==> src/rtl/dff_stim_seq.sv <==
// Stimulus sequencer for the dffalter flop under test.
// Serialises a packed pattern onto di (MSB first). Each bit is held for a
// programmable number of clocks. A one-clock clear pulse precedes the
// pattern, and an optional preset pulse covers one chosen bit slot.
// A start/busy/done handshake lets sequences run back to back.
module dff_stim_seq #(
   parameter int WIDTH = 4,
   parameter int DIV_W = 8,
   parameter int IDX_W = 2
) (
   input  logic             i_clk,
   input  logic             i_clr_n,
   input  logic             i_start,
   input  logic [WIDTH-1:0] i_pattern,
   input  logic [DIV_W-1:0] i_bit_period,
   input  logic             i_pr_en,
   input  logic [IDX_W-1:0] i_pr_idx,
   output logic             o_di,
   output logic             o_clr_dff,
   output logic             o_pr,
   output logic             o_busy,
   output logic             o_done,
   output logic [IDX_W-1:0] o_bit_idx
);

   localparam logic [IDX_W-1:0] IDX_ONE  = IDX_W'(1);
   localparam logic [IDX_W-1:0] IDX_LAST = IDX_W'(WIDTH - 1);
   localparam logic [DIV_W-1:0] DIV_ONE  = DIV_W'(1);

   typedef enum logic [1:0] {S_IDLE, S_CLEAR, S_SHIFT, S_DONE} state_t;

   state_t           r_state;
   logic [DIV_W-1:0] r_cnt;
   logic             r_di;
   logic             r_clr_dff;
   logic             r_pr;
   logic             r_busy;
   logic             r_done;
   logic [IDX_W-1:0] r_bit_idx;

   // Shadow copies of the request; the pattern shifts left so its MSB is
   // always the next bit to present.
   logic [WIDTH-1:0] r_shift;
   logic [DIV_W-1:0] r_per;
   logic             r_pr_en;
   logic [IDX_W-1:0] r_pr_idx;

   logic             w_take;
   logic [DIV_W-1:0] w_per;
   logic [IDX_W-1:0] w_idx_nxt;
   logic             w_last;
   logic             w_slot_end;

   assign w_take     = i_start && ((r_state == S_IDLE) || (r_state == S_DONE));
   assign w_per      = (i_bit_period == '0) ? DIV_ONE : i_bit_period;
   assign w_idx_nxt  = r_bit_idx + IDX_ONE;
   assign w_last     = (r_bit_idx == IDX_LAST);
   assign w_slot_end = (r_state == S_SHIFT) && (r_cnt == '0);

   // Capture the request on acceptance; advance the pattern at each slot boundary.
   always_ff @(posedge i_clk) begin
      if (w_take) begin
         r_shift  <= i_pattern;
         r_per    <= w_per;
         r_pr_en  <= i_pr_en;
         r_pr_idx <= i_pr_idx;
      end else if (w_slot_end && !w_last) begin
         r_shift  <= r_shift << 1;
      end
   end

   // Sequencer FSM with every output registered.
   always_ff @(posedge i_clk or negedge i_clr_n) begin
      if (!i_clr_n) begin
         r_state   <= S_IDLE;
         r_cnt     <= '0;
         r_di      <= 1'b0;
         r_clr_dff <= 1'b0;
         r_pr      <= 1'b0;
         r_busy    <= 1'b0;
         r_done    <= 1'b0;
         r_bit_idx <= '0;
      end else begin
         case (r_state)
            S_IDLE, S_DONE: begin
               r_di      <= 1'b0;
               r_pr      <= 1'b0;
               r_done    <= 1'b0;
               r_bit_idx <= '0;
               if (i_start) begin
                  r_state   <= S_CLEAR;
                  r_clr_dff <= 1'b1;
                  r_busy    <= 1'b1;
               end else begin
                  r_state   <= S_IDLE;
                  r_clr_dff <= 1'b0;
                  r_busy    <= 1'b0;
               end
            end
            S_CLEAR: begin
               r_state   <= S_SHIFT;
               r_clr_dff <= 1'b0;
               r_busy    <= 1'b1;
               r_di      <= r_shift[WIDTH-1];
               r_pr      <= r_pr_en && (r_pr_idx == '0);
               r_bit_idx <= '0;
               r_cnt     <= r_per - DIV_ONE;
            end
            S_SHIFT: begin
               if (r_cnt != '0) begin
                  r_cnt <= r_cnt - DIV_ONE;
               end else if (w_last) begin
                  r_state   <= S_DONE;
                  r_done    <= 1'b1;
                  r_busy    <= 1'b0;
                  r_di      <= 1'b0;
                  r_pr      <= 1'b0;
                  r_bit_idx <= '0;
               end else begin
                  r_cnt     <= r_per - DIV_ONE;
                  r_bit_idx <= w_idx_nxt;
                  r_di      <= r_shift[WIDTH-2];
                  r_pr      <= r_pr_en && (r_pr_idx == w_idx_nxt);
               end
            end
            default: begin
               r_state <= S_IDLE;
            end
         endcase
      end
   end

   assign o_di      = r_di;
   assign o_clr_dff = r_clr_dff;
   assign o_pr      = r_pr;
   assign o_busy    = r_busy;
   assign o_done    = r_done;
   assign o_bit_idx = r_bit_idx;

endmodule
==> config.mk <==
export PLATFORM = sky130hd
export DESIGN_NAME = dff_stim_seq
export DESIGN_NICKNAME = d
export VERILOG_FILES = /design/src/rtl/dff_stim_seq.sv
export SDC_FILE = /design/constraint.sdc
export NUM_CORES = 1
export LEC_CHECK = 0
export ABC_AREA = 1
export CAP_MARGIN = 5
export CORE_AREA = 2 2 68 70
export DETAILED_ROUTE_END_ITERATION = 7
export DIE_AREA = 0 0 70 72
export GPL_TIMING_DRIVEN = 0
export PLACE_DENSITY = 0.78
export SYNTH_ARGS = -nofsm -noshare
export SYNTH_HDL_FRONTEND = slang
export SYNTH_SLANG_ARGS = --single-unit
==> constraint.sdc <==
create_clock -name i_clk -period 1.7 [get_ports i_clk]
set_input_delay 0.51 -clock i_clk [delete_from_list [all_inputs] [get_ports i_clk]]
set_output_delay 0.51 -clock i_clk [all_outputs]
set_load 0.02 [all_outputs]
# Word-level counts from Yosys, hierarchy flattened
# Index checks and enable logic that the tools add are counted.
dict set report op_classes {
  n_addsub 3
  mul 0
  n_div 0
  magnitude_cmp 0
  n_eq_ne 8
  shift 0
  muxes 26
  n_bitwise 0
  n_reduce_logical 21
}
# cell n
set op_table {}
lappend op_table {{$logic_not A8 Y1} 2}
lappend op_table {{$mux W8} 2}
lappend op_table {{$pmux W8 S2} 1}
lappend op_table {{$sub A8 B1 Y8 const B} 2}
lappend op_table {{$mux W1} 10}
lappend op_table {{$pmux W1 S3} 3}
lappend op_table {{$mux W2} 4}
lappend op_table {{$mux W4} 2}
lappend op_table {{$reduce_bool A2 Y1} 4}
lappend op_table {{$reduce_bool A8 Y1} 1}
lappend op_table {{$eq A2 B2 Y1 const B} 3}
lappend op_table {{$pmux W2 S3} 1}
lappend op_table {{$logic_and A1 B1 Y1} 5}
lappend op_table {{$logic_not A2 Y1} 2}
lappend op_table {{$ne A2 B2 Y1 const B} 2}
lappend op_table {{$pmux W1 S2} 2}
lappend op_table {{$pmux W2 S2} 1}
lappend op_table {{$reduce_and A2 Y1} 2}
lappend op_table {{$ne A3 B2 Y1 const B} 1}
lappend op_table {{$reduce_and A3 Y1} 1}
lappend op_table {{$reduce_or A3 Y1} 1}
lappend op_table {{$add A2 B1 Y2 const B} 1}
lappend op_table {{$eq A2 B1 Y1 const B} 1}
lappend op_table {{$eq A2 B2 Y1} 1}
lappend op_table {{3 further kinds} 3}
dict set report word_totals {
  register_bits 32
  latch_bits 0
  ram_bits 0
  romBits 0
  wordCells 70
  n_memories 0
}

# Depth between registers and ports, before layout
# Gate-level depths: netlist of run 1.
dict set report logic_depth {
  ltp_word 6
  ltp_mapped 11
  depth_no_buf 10
}

# Least setup slack after synthesis of run 1
# No wires, ideal clock.
dict set report synth_path {
  kind {register to register}
  start {reg r_state[0]}
  end {reg r_state[0]}
  setup_time_ns 0.092
  arrival_ns 1.500
  required_ns 1.608
  path_slack_ns 0.108
  path_stages_with_launch 7
  n_path_buf 0
  period_less_slack_ns 1.592
  path_cell_list {dfrtp_1 inv_1 ha_1 nand2_1 inv_1 a21oi_1 o31ai_2}
}
dict set report synth_via {
  elab_chain_len 3
  elab_cells_between_ends 9
  cone_classes {eq/ne: 5; mux: 1; reduce/logical: 3}
}
# element line_no
set synth_lines {}
lappend synth_lines {{start, declared} 32} ;# state_t r_state;
lappend synth_lines {{start signal, assigned} 75} ;# r_state <= S_IDLE;
lappend synth_lines {{start signal, assigned} 91} ;# r_state <= S_CLEAR;
lappend synth_lines {{start signal, assigned} 95} ;# r_state <= S_IDLE;
lappend synth_lines {{$eq A2 B2 Y1 or $logic_not A2 Y1 (tied branches)} 84} ;# case (r_state)
lappend synth_lines {{$reduce_or A2 Y1 or $ne A2 B2 Y1 (tied branches)} -}
lappend synth_lines {{$pmux W2 S3 or $reduce_and A2 Y1 (tied branches)} -}
# Several ways; a longest one is shown, not always the timed one.
# A chain may end at the register's enable or synchronous reset.

# Worst setup path after layout of run 1
dict set report layout_path {
  start {reg r_state[0]}
  end {reg r_per[3], enable pin}
}
dict set report layout_via {
  elab_chain_len 3
  elab_cells_between_ends 4
  cone_classes {eq/ne: 1; reduce/logical: 3}
}
# element line_no
set layout_lines {}
lappend layout_lines {{$eq A2 B2 Y1 or $logic_not A2 Y1 (tied branches)} 54} ;# assign w_take = i_start && ((r_state == S_IDLE) || (r_state == S_DONE));
lappend layout_lines {{$logic_or A1 B1 Y1 *} 54}
lappend layout_lines {{$logic_and A1 B1 Y1 *} 54}
lappend layout_lines {{net w_take} 48} ;# logic w_take;
lappend layout_lines {{end signal, assigned} 64} ;# r_per <= w_per;
lappend layout_lines {{end, declared} 44} ;# logic [DIV_W-1:0] r_per;
# The timed path passes the listed nets; every way through them passes the cells marked *.

==> results of run 1 <==
==> cell type report <==
class | count | area share
Inverter | 28 | 0.0466
Timing Repair Buffer | 29 | 0.126
Sequential cell | 32 | 0.375
Multi-Input combinational cell | 158 | 0.359
Tap cell | 52 | 0.0278
Clock buffer | 6 | 0.0401
Buffer | 9 | 0.0209
Clock inverter | 2 | 0.00535
==> stage by stage <==
stage	total power [W]	worst slack, ps	area [µm²]
floorplan	0.000832	108	1850
global placement	0.000881	-319	2150
detailed placement	0.000883	-339	2150
CTS	0.00155	13.7	2290
global route	0.00159	-4.32	2340
finish	0.00154	85.8	2340
==> kinds of logic (layout without fill, tap and decap cells) <==
logic type	Yosys count	after routing	share of synthesized area
compound gates	19	19	0.0671
xor+xnor	2	2	0.00949
fa+ha+maj	6	6	0.0406
buf+inv	37	74	0.0813
flops	32	32	0.474
simple gates	131	131	0.327
==> power by group through the flow <==
stage	Sequential [W]	Clock [W]	Combinational, W
floorplan	0.000825	0	0.00000709
global placement	0.000825	0	0.0000565
detailed placement	0.000825	0	0.0000581
CTS	0.000809	0.000683	0.0000584
global route	0.000809	0.000717	0.0000642
finish	0.000809	0.000669	0.0000572
==> worst max-delay path by stage <==
stage | start | end | slack (ps) | depth (start not counted)
floorplan | r_state[0] | r_state[0] | 110 | 6
global placement | i_start | r_state[0] | -320 | 5
detailed placement | i_start | r_state[0] | -340 | 5
CTS | r_state[0] | r_shift[2] | 10 | 6
global route | r_state[0] | r_shift[2] | -4 | 6
finish | r_state[0] | r_per[3] | 90 | 5
==> synthesized netlist by cell type <==
library cell and count:
xor2_1 1, inv_1 28, nor2_1 18, xnor2_1 1, o21ai_1 3, nand2_2 1, nor2_2 1, ha_1 6
nand2_4 1, o21ai_0 9, nor2_4 4, o31ai_2 1, dfrtp_1 17, a21oi_1 1, buf_4 1, nand3_1 21
o31ai_1 1, a21oi_4 1, nand3_2 3, nand2_1 77, a21o_1 1, nor2_8 1, clkbuf_1 7, edfxtp_1 15
a31oi_1 1, o21ai_2 1, nand4_1 2, buf_6 1, nor3_1 1, nor4_1 1
==> metal layers <==
metal  global-route usage  vias to the layer above
met5                    0                        -
met4               0.0620                        0
met3               0.0431                       11
met2                0.291                       32
met1                0.205                      701
li1                     -                      792
==> critical path, delay by kind of cell (launching register included) <==
family,cells,cell delay (ps)
flip-flops,1,410
AND/OR/NAND/NOR,1,180
adder cells (fa/ha/maj),1,300
buffers and inverters,3,490
==> repair_timing <==
action,4_1_cts,5_1_grt
pin swaps,0,2
setup buffers,3,2
gates resized for setup,10,7
endpoints found under the setup margin,27,13
==> registers in the layout (all words and copies together), names as in the netlist <==
register,cells
o_busy,1
o_di,1
r_shift,4
r_pr_idx,2
r_pr_en,1
o_pr,1
r_per,8
r_cnt,8
o_clr_dff,1
r_state,2
o_done,1
o_bit_idx,2
==> out/qor.yml, run 1 <==
run_status:
  status: "completed"
cts:
  clockBufferDepth: 2
  ctsRootBufferMaster: "clkbuf_8"
  clkSlewWorstSetupHoldPaths_ps: 80
  postCtsHoldBufs: 0
  cts_max_level: 2
  cts_buffers: 5
  cts_tree: "done"
  clock_latency_ps: 290
  clock_sinks: 32
worst_setup_path:
  setup.worst_path.start_class: "flop"
  end_kind: "flop"
  r2r-end: "r_per[3]"
  cpPeakStageDelay_ps: 410
  crit_type: "reg -> reg"
  timing.rr.start: "r_state[0]"
  cp_max_fo: 8
  r2r_slack_ps: 90
  arrival_ps: 1670
  cp.required_ps: 1760
  reg2reg_depth: 5
  cp_slowest_cell: "dfrtp_1"
  path_cells: "inv_1 -> ha_2 -> nand2_2 -> clkinvlp_4 -> buf_12"
global_routing:
  grt_pass1_vias: 1496
  grt_max_degree: 18
  grt.total_usage: 0.169
  grt_pass1_wl_um: 6640
  gr-total-overflow: 0
  antenna_found_initial: 0
power:
  clkPwrFrac: 0.436
  max-vdd-ir-drop_v: 0.000505
  power_density_mw_per_mm2: 657
  pwr-share-comb: 0.037
  p_sw_w: 0.000313
  switching_share: 0.204
  leakage_nw: 1.13
  power.internal_w: 0.00122
  power_frac_seq: 0.527
hold_path:
  hp-start: "o_busy"
  hold_end: "o_busy"
  hold_path_depth: 2
  min_path_type: "reg -> reg"
sta:
  worst_slew_pin_slew_ps: 794
  hold_violations: 0
  setup_violations: 0
  min_period_ps: 1610
  finClkSkew_ps: 9.94
  slew_violations: 0
  fmax_mhz: 620
  period_share: 0.950
  slew_headroom: 0.469
  holdWs_ps: 487
  tns_ps: 0
die:
  coreArea_mm2: 0.00426
  die_x_um: 70
  dieArea_mm2: 0.00504
  die_y_um: 72
  rows: 24
  ioPinCount: 25
  start_util: 0.433
logic_synthesis:
  synth.area.top_cells: "edfxtp_1, dfrtp_1, nand2_1"
  netlist-cell-type-count: 30
  netlist_instances: 227
  yosys.area.top_type_share: 0.244
  ys_warn_count: 0
  synth-seq-area-share: 0.474
  syn_area_per_cell_um2: 8.14
  synth_fp_nets: 251
  syn_area_mm2: 0.00185
  ys_ff_latch: 32
  synth_top_area_cell: "edfxtp_1"
final_layout:
  final_common_cell: "nand2_1"
  antenna_cells: 0
  finalNetCount: 287
  finalNonFillerCells: 316
  fillerInstances: 410
  final_cell_mix: "nand2_1, inv_1, nand3_1"
  syn_to_final_growth_pct: 26.6
  finish.utilization: 0.548
  multi_input_area_um2: 838
  regArea_um2: 876
  drive_gt1_frac: 0.144
placement:
  place_hpwl_um: 2820
  io_buffers: 24
  dp.cells: 303
  place.gp.congestion: 0.901
route:
  wire_per_inst_um: 11.9
  drtIter0Drc: 69
  drc_errors: 0
  dr_wl_met3_um: 136
  dr_total_vias: 1536
  wirelength_um: 3780
  final_antenna_net_count: 0
  vias_per_cell: 4.86
  wl_met1_um: 1570
  highest_layer: "met4"
  route.met2.wl_um: 1980
  drt-pass1-iter-count: 4
run:
  maxCapViolCount: 0
No activity file was read; power rests on OpenSTA's default activity.
==> inputs of run 2 (changes only) <==
Settings changed: ABC_AREA 1 to not set, CORE_AREA 2 2 68 70 to 2 2 73 75, DIE_AREA 0 0 70 72 to 0 0 75 77, PLACE_DENSITY 0.78 to 0.66.
==> out/qor.yml, run 2 <==
run_status:
  status: "finished, violations left"
  violations: "negative setup slack"
logic_synthesis:
  synth.area.top_cells: "edfxtp_1, dfrtp_1, ha_1"
  async_flop_share: 0.531
  syn_area_per_cell_um2: 10.5
  synthFlopType: "dfrtp_1"
  synthTopCellsByCount: "nand2_1, dfrtp_1, edfxtp_1, inv_1, o21ai_0"
  synth_edf_count: 15
  netlist-cell-type-count: 38
  synth_fp_nets: 184
  synth-seq-area-share: 0.520
  yosys.area.top_type_share: 0.267
  ys_warn_count: 0
  synth_top_area_cell: "edfxtp_1"
  synth.most_common_cell: "nand2_1"
  syn_area_mm2: 0.00168
  ys_ff_latch: 32
  netlist_instances: 160
run:
  maxCapViolCount: 0
power:
  leakage_nw: 0.967
  power_density_mw_per_mm2: 1870
  max-vdd-ir-drop_v: 0.00108
  finalPower_w: 0.00439
hold_path:
  hold_path_depth: 2
  hold_end: "o_di"
  hp-start: "o_di"
  min_path_type: "reg -> reg"
global_routing:
  use_met1: 0.169
  busiest_layer: "met2"
  grt.total_usage: 0.129
  grt_pass1_wl_um: 5660
  grt_pass1_vias: 1215
  met2_usage: 0.193
  use_met3: 0.0368
  gr-total-overflow: 0
  grt_max_degree: 18
  antenna_found_initial: 0
final_layout:
  final_cell_mix: "buf_4, clkdlybuf4s50_1, nand2_1, dfrtp_1, edfxtp_1"
  drive_gt1_frac: 0.249
  finalNonFillerCells: 279
  finalNetCount: 232
  largestRegisters: "r_cnt x8, r_per x8, r_shift x4"
  antenna_cells: 0
  syn_to_final_growth_pct: 39.1
  regArea_um2: 877
  fillerInstances: 452
  multi_input_area_um2: 785
worst_setup_path:
  reg2reg_depth: 6
  crit_type: "reg -> reg"
  worstSetupStartpoint: "r_cnt[4]"
  cp_max_fo: 7
  r2r_slack_ps: -30
  cp_slowest_cell: "dfrtp_2"
  cp.required_ps: 1870
  path_cells: "nor4_4 -> and3_1 -> buf_6 -> a31oi_4 -> buf_4 -> a32o_1"
  crit_family: "simple AND/OR/NAND/NOR gates"
  cp_num_buf_inv: 2
  r2r-end: "r_cnt[7]"
  timing.rr.start: "r_cnt[4]"
  setup.worst_path.start_class: "flop"
  end_kind: "flop"
  arrival_ps: 1910
  cpPeakStageDelay_ps: 440
sta:
  min_period_ps: 1730
  finClkSkew_ps: 8.94
  holdWs_ps: 482
  setup_ws_ps: -34.7
  hold_violations: 0
  fmax_mhz: 576
  slew_violations: 0
  period_share: 1.02
  worst_slew_pin_slew_ps: 773
  setup_violations: 10
  rsz0062_at_grt: "yes"
  slew_headroom: 0.483
die:
  coreArea_mm2: 0.00498
  die_y_um: 77
  rows: 26
  start_util: 0.338
  die_x_um: 75
  ioPinCount: 25
  dieArea_mm2: 0.00578
placement:
  dp.cells: 254
  place_hpwl_um: 2300
  io_buffers: 24
  place.gp.congestion: 0.764
route:
  wire_per_inst_um: 12.5
  drtIter0Drc: 127
  drc_errors: 0
  wirelength_um: 3500
  drt-pass1-iter-count: 4
  final_antenna_net_count: 0
  vias_per_cell: 4.80
  dr_total_vias: 1338
cts:
  clockBufferDepth: 2
  ctsRootBufferMaster: "clkbuf_8"
  clock_latency_ps: 290
  cts_buffers: 5
  cts_tree: "done"
  clock_sinks: 32
  cts_max_level: 2
  postCtsHoldBufs: 0
  clkSlewWorstSetupHoldPaths_ps: 70
[run 2: cell count changes in the layout (fill, tap and decap cells not counted), moves of 5 or more]
| cell | change |
|---|---|
| buf_4 | +14 |
| inv_1 | -17 |
| mux2_2 | +5 |
| nand2_1 | -57 |
| nand3_1 | -15 |
| nor2_1 | -10 |
| xor2_1 | +5 |
[run 2: worst reg2reg max path, stage by stage, from the launching register on]
cell     delay, ps
dfrtp_2        440
nor4_4         320
and3_1         220
buf_6          130
a31oi_4        130
buf_4          180
a32o_1         210
[run 2: how the worst max path moves through the flow]
stage / to / slack [ps] / cells after the start
final: r_cnt[7] / -30 / 6
after global routing: r_cnt[0] / -110 / 5
after CTS: r_cnt[0] / -7 / 6
after detailed placement: r_shift[2] / -300 / 5
after global placement: r_shift[3] / -280 / 5
after floorplan: r_shift[1] / 4 / 5
[run 2: what timing repair did]
action | in CTS | in global routing
pin swaps | 2 | 5
hold endpoints to repair | 0 | 0
endpoints found under the setup margin | 37 | 16
gates resized for setup | 24 | 13
buffers inserted | 3 | 13
cloned | 0 | 1
[run 2: metrics by stage]
stage	utilization	TNS (ps)	worst slack (ps)	area [µm²]
global route	0.471	-1270	-108	2340
CTS	0.442	-6.69	-6.69	2200
floorplan	-	0	4.35	1680
global placement	0.404	-6420	-275	2010
detailed placement	0.404	-6710	-297	2010
finish	0.471	-142	-34.7	2340
[run 2: final cells by class]
| class | instances | share of cell area |
|---|---|---|
| buffer | 12 | 0.0304 |
| clock buffer | 5 | 0.0294 |
| clock inverter | 3 | 0.0182 |
| inverter | 12 | 0.0203 |
| multi-input combinational | 104 | 0.335 |
| sequential | 32 | 0.374 |
| tap | 70 | 0.0374 |
| timing repair buffer | 41 | 0.155 |
[run 2: power breakdown]
| part | total, W | switching, W | internal (W) |
|---|---|---|---|
| Sequential | 0.00138 | 0.000220 | 0.00116 |
| Clock | 0.000715 | 0.000282 | 0.000433 |
| Combinational | 0.00229 | 0.00118 | 0.00111 |
[run 2: logic make-up (layout without fill, tap and decap cells)]
logic type,Yosys count,in the layout,share of synthesized area
buf+inv,24,73,0.0631
compound gates,34,34,0.142
simple gates,49,49,0.143
mux,7,7,0.0453
fa+ha+maj,6,6,0.0446
xor+xnor,8,8,0.0416
flops,32,32,0.520
[run 2: routing by layer]
layer  part of all wire  vias to the layer above
met2               0.49                       28
met5                  0                        -
met1               0.45                      635
li1                   -                      670
met4              0.017                        0
met3              0.038                        5
==> inputs of run 3 (changes only) <==
Settings changed: SKIP_LAST_GASP set to 1.
==> out/qor.yml, run 3 (synthesis results as in run 2) <==
power:
  power_density_mw_per_mm2: 1880
  leakage_nw: 0.968
  max-vdd-ir-drop_v: 0.00108
sta:
  min_period_ps: 1770
  slew_violations: 0
  tns_ps: -356
  slew_headroom: 0.480
  fmax_mhz: 564
  hold_violations: 0
  setup_violations: 9
  setup_ws_ps: -72.0
  rsz0062_at_grt: "yes"
  finClkSkew_ps: 11.0
  worst_slew_pin_slew_ps: 778
  period_share: 1.04
final_layout:
  antenna_cells: 0
  final_common_cell: "clkdlybuf4s50_1"
  largestRegisters: "r_cnt x8, r_per x8, r_shift x4"
  syn_to_final_growth_pct: 39.3
  finalNonFillerCells: 279
  final_cell_mix: "clkdlybuf4s50_1, buf_4, dfrtp_1"
  finish.utilization: 0.471
  finalNetCount: 232
  drive_gt1_frac: 0.254
route:
  drt-pass1-iter-count: 4
  dr_total_vias: 1367
  drc_errors: 0
  drtIter0Drc: 90
  wire_per_inst_um: 12.6
  final_antenna_net_count: 0
  wirelength_um: 3520
  vias_per_cell: 4.90
cts:
  postCtsHoldBufs: 0
  cts_buffers: 5
  clockBufferDepth: 2
  cts_max_level: 2
  clock_sinks: 32
  clock_latency_ps: 290
  cts_tree: "done"
  clkSlewWorstSetupHoldPaths_ps: 70
  ctsRootBufferMaster: "clkbuf_8"
hold_path:
  hp-start: "o_di"
  hold_path_depth: 2
  min_path_type: "reg -> reg"
global_routing:
  grt_pass1_wl_um: 5640
  grt_pass1_vias: 1209
  grt_max_degree: 18
  grt.total_usage: 0.129
  antenna_found_initial: 0
  gr-total-overflow: 0
worst_setup_path:
  arrival_ps: 1940
  cp_max_fo: 7
  setup.worst_path.start_class: "flop"
  cp.required_ps: 1870
  end_kind: "flop"
  timing.rr.start: "r_cnt[4]"
  worstSetupStartpoint: "r_cnt[4]"
  reg2reg_depth: 6
  crit_type: "reg -> reg"
die:
  coreArea_mm2: 0.00498
  die_x_um: 75
  ioPinCount: 25
  die_y_um: 77
  dieArea_mm2: 0.00578
  rows: 26
  start_util: 0.338
run:
  maxCapViolCount: 0
placement:
  io_buffers: 24
  place_hpwl_um: 2300
  dp.cells: 254
  place.gp.congestion: 0.764
run_status:
  violations: "negative setup slack"
  status: "finished, violations left"
-- run 3: cell counts in the layout (fill, tap and decap cells not counted) --
No cell type changed its count.
-- run 3: what timing repair did --
item / 4_1_cts / 5_1_grt
setup buffers: 3 / 13
gates cloned: 0 / 1
pin swaps: 2 / 9
gates resized for setup: 23 / 16
endpoints found under the setup margin: 37 / 16
-- run 3: routing by layer --
layer | wire length, µm | up-vias | GRT usage
li1 | - | 672 | -
met1 | 1560 | 648 | 0.170
met2 | 1760 | 40 | 0.190
met3 | 146 | 7 | 0.0368
met4 | 54 | 0 | 0.0625
met5 | 0 | - | 0
-- run 3: power by group --
part | internal [W] | leakage, nW | total [W] | switching (W)
Combinational | 0.00111 | 0.560 | 0.00230 | 0.00119
Clock | 0.000433 | 0.0541 | 0.000720 | 0.000287
Sequential | 0.00116 | 0.354 | 0.00138 | 0.000218
-- run 3: through the flow --
step	worst slack [ps]	hold WS [ps]	area, µm²	total power (W)
2_1_floorplan	4.35	214	1680	0.00261
3_3_place_gp	-275	472	2010	0.00303
3_5_place_dp	-297	481	2010	0.00306
4_1_cts	-8.13	490	2190	0.00398
5_1_grt	-165	531	2350	0.00472
6_report	-72.0	485	2350	0.00440
-- run 3: layout make-up --
class	instances	area (µm²)
clock inverters	3	42.5
multi-input cells	104	785
repair buffers	41	367
plain buffers	12	71.3
fillers	449	2630
inverters	12	47.5
clock buffers	5	68.8
flip-flops and latches	32	877
well taps	70	87.6
-- run 3: path summary, 6_finish.rpt --
check	to	slack (ps)
worst max-delay path	r_cnt[5]	-70
min in group asynchronous	r_cnt[0]	670
worst min register to register	o_di	490
worst min-delay path	o_di	490
worst max register to register	r_cnt[5]	-70
max in group asynchronous	r_cnt[4]	500
-- run 3: critical path: stages (launching register included) --
cell     delay, ps
dfrtp_2        450
nor4_4         320
and3_1         220
buf_6          130
a31oi_4        150
buf_6          180
a22o_1         210
